$ cat src/rtl/apb_cfg_pkg.sv
// Shared types and constants for the APB configuration master.
//   state_t        : controller state (IDLE, SETUP, ACCESS, RESP)
//   APB_DATA_WIDTH : data width of the coefficient/bypass register map
//   tmo_cnt_width  : bits needed to count up to a given timeout value
package apb_cfg_pkg;

    typedef enum logic [1:0] {
        IDLE   = 2'd0,
        SETUP  = 2'd1,
        ACCESS = 2'd2,
        RESP   = 2'd3
    } state_t;

    localparam int unsigned APB_DATA_WIDTH = 32;

    // Width of a counter that must be able to hold timeout_cycles itself.
    function automatic int unsigned tmo_cnt_width(input int unsigned timeout_cycles);
        return (timeout_cycles < 1) ? 1 : $clog2(timeout_cycles + 1);
    endfunction

endpackage

$ cat src/rtl/apb_cfg_master.sv
// APB initiator: converts a valid/ready command stream into single APB
// transfers and returns one response per command through a valid/ready
// response handshake. One transfer outstanding at a time.
//
// Ports:
//   clk, rst            clock, asynchronous active-high reset
//   i_req_*/o_req_ready command stream (write flag, address, write data)
//   o_rsp_*/i_rsp_ready response stream (read data, timeout error)
//   o_p*/i_p*           APB requester signals
//
// Optional feature: define APB_TIMEOUT_EN to abort an ACCESS phase after
// TIMEOUT_CYCLES wait cycles with PREADY low (response flagged o_rsp_err).
// Without it ACCESS waits indefinitely and o_rsp_err is constant 0.
module apb_cfg_master
    import apb_cfg_pkg::*;
#(
    parameter int unsigned ADDR_WIDTH     = 10,
    parameter int unsigned DATA_WIDTH     = APB_DATA_WIDTH,
    parameter int unsigned TIMEOUT_CYCLES = 255
) (
    input  logic                  clk,
    input  logic                  rst,
    input  logic                  i_req_valid,
    output logic                  o_req_ready,
    input  logic                  i_req_write,
    input  logic [ADDR_WIDTH-1:0] i_req_addr,
    input  logic [DATA_WIDTH-1:0] i_req_wdata,
    output logic                  o_rsp_valid,
    input  logic                  i_rsp_ready,
    output logic [DATA_WIDTH-1:0] o_rsp_rdata,
    output logic                  o_rsp_err,
    output logic [ADDR_WIDTH-1:0] o_paddr,
    output logic                  o_psel,
    output logic                  o_penable,
    output logic                  o_pwrite,
    output logic [DATA_WIDTH-1:0] o_pwdata,
    input  logic                  i_pready,
    input  logic [DATA_WIDTH-1:0] i_prdata
);

    // Reject parameter sets the register map cannot support.
    if (ADDR_WIDTH < 1 || ADDR_WIDTH > 32 || DATA_WIDTH != APB_DATA_WIDTH ||
        TIMEOUT_CYCLES < 1) begin : g_bad_params
        $error("apb_cfg_master: unsupported parameter set");
    end

    state_t state;
    state_t state_d;

    logic                  accept_c;
    logic                  timeout_c;
    logic                  req_ready_d;
    logic                  rsp_valid_d;
    logic                  rsp_err_d;
    logic [DATA_WIDTH-1:0] rsp_rdata_d;
    logic                  psel_d;
    logic                  penable_d;
    logic                  pwrite_d;
    logic [ADDR_WIDTH-1:0] paddr_d;
    logic [DATA_WIDTH-1:0] pwdata_d;

    assign accept_c = i_req_valid && o_req_ready;

`ifdef APB_TIMEOUT_EN
    localparam int unsigned CNT_W = tmo_cnt_width(TIMEOUT_CYCLES);

    logic [CNT_W-1:0] tmo_cnt;

    // Counts ACCESS cycles spent waiting on PREADY; restarted every SETUP.
    always_ff @(posedge clk or posedge rst) begin
        if (rst) begin
            tmo_cnt <= '0;
        end else if (state == SETUP) begin
            tmo_cnt <= '0;
        end else if (state == ACCESS && !i_pready && !timeout_c) begin
            tmo_cnt <= tmo_cnt + CNT_W'(1);
        end
    end

    // PREADY in the same cycle takes priority over the abort.
    assign timeout_c = (state == ACCESS) && !i_pready &&
                       (tmo_cnt == CNT_W'(TIMEOUT_CYCLES));
`else
    assign timeout_c = 1'b0;
`endif

    // State and output registers.
    always_ff @(posedge clk or posedge rst) begin
        if (rst) begin
            state       <= IDLE;
            o_req_ready <= 1'b0;
            o_rsp_valid <= 1'b0;
            o_rsp_err   <= 1'b0;
            o_rsp_rdata <= '0;
            o_psel      <= 1'b0;
            o_penable   <= 1'b0;
            o_pwrite    <= 1'b0;
            o_paddr     <= '0;
            o_pwdata    <= '0;
        end else begin
            state       <= state_d;
            o_req_ready <= req_ready_d;
            o_rsp_valid <= rsp_valid_d;
            o_rsp_err   <= rsp_err_d;
            o_rsp_rdata <= rsp_rdata_d;
            o_psel      <= psel_d;
            o_penable   <= penable_d;
            o_pwrite    <= pwrite_d;
            o_paddr     <= paddr_d;
            o_pwdata    <= pwdata_d;
        end
    end

    // Next-state logic.
    always_comb begin
        state_d = state;
        case (state)
            IDLE:    if (accept_c)               state_d = SETUP;
            SETUP:                               state_d = ACCESS;
            ACCESS:  if (i_pready || timeout_c)  state_d = RESP;
            RESP:    if (i_rsp_ready)            state_d = IDLE;
            default:                             state_d = IDLE;
        endcase
    end

    // Output next values: phase flags follow the upcoming state so the
    // registered outputs line up with it; payload fields hold unless loaded.
    always_comb begin
        req_ready_d = (state_d == IDLE);
        psel_d      = (state_d == SETUP) || (state_d == ACCESS);
        penable_d   = (state_d == ACCESS);
        rsp_valid_d = (state_d == RESP);
        rsp_err_d   = o_rsp_err;
        rsp_rdata_d = o_rsp_rdata;
        pwrite_d    = o_pwrite;
        paddr_d     = o_paddr;
        pwdata_d    = o_pwdata;

        if (state == IDLE && accept_c) begin
            pwrite_d = i_req_write;
            paddr_d  = i_req_addr;
            pwdata_d = i_req_wdata;
        end

        // Completion or abort: read data only for a successful read.
        if (state == ACCESS && state_d == RESP) begin
            rsp_err_d   = timeout_c;
            rsp_rdata_d = (i_pready && !o_pwrite) ? i_prdata : '0;
        end
    end

endmodule
$ cat config.mk
export PLATFORM = sky130hd
export DESIGN_NAME = apb_cfg_master
export DESIGN_NICKNAME = d
export VERILOG_FILES = /design/src/rtl/apb_cfg_pkg.sv /design/src/rtl/apb_cfg_master.sv
export SDC_FILE = /design/constraint.sdc
export NUM_CORES = 1
export LEC_CHECK = 0
export ABC_AREA = 1
export CORE_ASPECT_RATIO = 0.75
export CORE_MARGIN = 2
export CORE_UTILIZATION = 30
export CTS_CLUSTER_SIZE = 25
export DETAILED_ROUTE_END_ITERATION = 10
export GPL_TIMING_DRIVEN = 0
export PLACE_DENSITY = 0.76
export SYNTH_ARGS = -nofsm -noshare
export SYNTH_HDL_FRONTEND = slang
export SYNTH_SLANG_ARGS = --single-unit
$ cat constraint.sdc
create_clock -name clk -period 2.7 [get_ports clk]
set_clock_uncertainty 0.1 [all_clocks]
set_input_delay 0.54 -clock clk [delete_from_list [all_inputs] [get_ports clk]]
set_output_delay 0.54 -clock clk [all_outputs]
set_load 0.05 [all_outputs]
==> key figures <==
Clocking
  – Post-cts sizing count: 0
  – Clk Latency, worst-skew pair: ~0.32 ns
  – Clk buf depth: 2
  – Clk sinks: 81
  – Reg clk slew, reported paths: 0.06 ns
  – Clock root cell: clkbuf_16
  – Total CTS buffers: 9
  – Post-CTS Setup Inserts: 0
  – CTS tree: done
  – Cts hold-fix bufs: 0
  – CTS H-Tree Depth: 3

Timing
  – Relative slew margins: 0.5708
  – Final Setup Violations: 0
  – Slew Limit Fails: 0
  – Hold Fails Final Rpt: 0
  – Tcrit/Tclk final: 0.8018
  – Post-route setup TNS: 0 ns
  – Min Hold Slack: 0.3716 ns
  – Slew @ Worst Pin: 0.6425 ns
  – Unrepaired setup endpoints after global routing: false
  – Crit path time final: 2.165 ns
  – Max Fclk: 0.4620 GHz

Finish
  – Fillers: roughly 1,000
  – # diodes: 0
  – Area growth from synthesis to final layout: 62.21%
  – Layout net count: 677
  – Post-route cell area: roughly 5600 um2
  – Cell Count, Final, Fillers Out: roughly 740
  – Most frequent cells in the layout: nand2_1 (192), clkdlybuf4s50_1 (158), dfrtp_1 (81)
  – Most common cell after layout, fill and taps aside: nand2_1
  – Share of layout cells above drive strength 1: 0.06511

Placement
  – Port Buffers: 158
  – Dpl cells: 723
  – Hpwl dp: 7252 um
  – Routability cong.: 0.7594
  – Dpl cell area: 5250 um2

Job
  – Max Cap Viol: 0

Power and ir drop
  – Pwr dens: 1254 nW/um2
  – Worst vdd ir: 0.7152 mV
  – Leak Pwr: 2.859 nW
  – Power Total: around 7 mW

Synthesis
  – Synth warnings: 0
  – Post-synthesis mux area share: 0
  – Distinct cell type count after synthesis: 17
  – #FFs+latches synth: 81
  – Cell area after synthesis: 3450 um2
  – Gate Count Post-Synth: between 400 and 500
  – Post-Synth Simple-Gate Area: 0.3188
  – Post-Synth XOR/XNOR Area: 0
  – Synth Area in Adders: 0.01088
  – Syn Nets: 506
  – Mean Syn Cell Area: between 8 and 9 um2
  – Largest family of logic cells by synthesized area: simple AND/OR/NAND/NOR gates
  – Post-synthesis compound-gate area fraction: 0.001451
  – Sequential-to-total area share from yosys stat: 0.5876

Worst setup path
  – CP required: ~2.1 ns
  – Slowest CP cell: clkdlybuf4s50_1
  – Peak fanout along the critical path: 2
  – Critical Path AT: approximately 1.5 ns
  – Startpoint types: flop
  – CP endpoint kind: output port
  – Crit path largest cell delay: 0.83 ns
  – Crit path max-delay family: buffers and inverters
  – Critical-path cell list: clkdlybuf4s50_1
  – CP Class: reg -> out
  – Buf+Inv Stages, Crit Path: 1

Floorplan
  – I/O Pins: 160
  – Site Rows: 33
  – Die Ht: 96.87 um
  – Die area: 12,380 um2
  – Core area: 11,070 um2
  – Initial Utilization: 0.3117
  – Die extent in x: 127.8 um

Routing
  – Antenna Nets Post-Route: 0
  – WL/cell: about 13 um
  – Vias per cell: 4.348
  – Vias post-DR: approximately 3,200
  – First drt pass iteration count: 5
  – DRC: 0
  – DR iter-0 viols: 108
  – DRT Wirelength: 9479 um

Global route
  – Number of global-route vias before repair: 3,197
  – First-pass GRT wire length: approximately 16,000 um
  – Largest net degree at the start of global routing: 30
  – GRT overflow: 0
  – GRT Total Usage: 0.1564
  – Initial antenna violation count: 0

Status
  – Status: complete, no violations

Worst hold path
  – Worst Hold Class: reg -> reg
[path summary, 6_finish.rpt]
path	from	endpoint	slack, ns	depth (start not counted)
hold / removal	o_pwdata[25]	o_pwdata[25]	0.37	2
max in group asynchronous	rst	o_pwdata[29]	1.18	4
hold reg to reg	o_pwdata[25]	o_pwdata[25]	0.37	2
min in group asynchronous	rst	o_pwdata[31]	0.57	2
setup / recovery	o_paddr[3]	o_paddr[3]	0.54	1
setup reg to reg	state[1]	o_rsp_rdata[17]	0.77	9
[power breakdown]
| part | total [mW] | leakage [nW] | switching [mW] | internal, mW |
|---|---|---|---|---|
| Combinational | 3.68 | 1.65 | 2.51 | 1.17 |
| Clock | 1.38 | 0.166 | 0.457 | 0.927 |
| Sequential | 1.95 | 1.04 | 0.274 | 1.68 |
| Total | 7.02 | 2.86 | 3.24 | 3.77 |
[logic make-up after synthesis]
group | after synthesis
DFF | 81
other | 1
AOI/OAI and AO/OA | 1
adders and majority gates | 3
and+or+nand+nor | 273
buffers and inverters | 64
[cell usage after synthesis (all sizes together)]
cell type,count,area share
conb,1,0.0011
nand3,44,0.064
dfrtp,81,0.59
nor2,36,0.044
buf,17,0.029
clkbuf,5,0.0054
o21ai,1,0.0014
ha,3,0.011
inv,42,0.046
nand2,193,0.21
[stage by stage]
| stage | setup WS, ns | util |
|---|---|---|
| 3_5_place_dp | 0.3695 | 0.4744 |
| 6_report | 0.5353 | 0.5057 |
| 2_1_floorplan | 0.8635 | - |
| 3_3_place_gp | 0.2377 | 0.4708 |
| 4_1_cts | 0.5100 | 0.5057 |
| 5_1_grt | 0.4782 | 0.5057 |
[flip-flops by register name, indices dropped and copies added, names as in the netlist]
signal	flops
o_pwrite	1
o_req_ready	1
o_penable	1
o_pwdata	32
o_rsp_rdata	32
state	2
o_psel	1
o_paddr	10
o_rsp_valid	1
[routing by layer]
metal	GRT usage	share of wire
met4	0.04480	0.018
met3	0.05918	0.085
met1	0.1965	0.43
met2	0.2517	0.47
met5	0	0
[cell type report]
class	instances	area, um2	area share
Buffer	22	118.9	0.02124
Sequential cell	81	2027	0.3623
Inverter	42	161.4	0.02885
Timing Repair Buffer	160	1622	0.2898
Clock buffer	11	242.7	0.04338
Tap cell	140	175.2	0.03131
Clock inverter	5	102.6	0.01834
Multi-Input combinational cell	278	1146	0.2048
(Power assumes the default switching activity.)
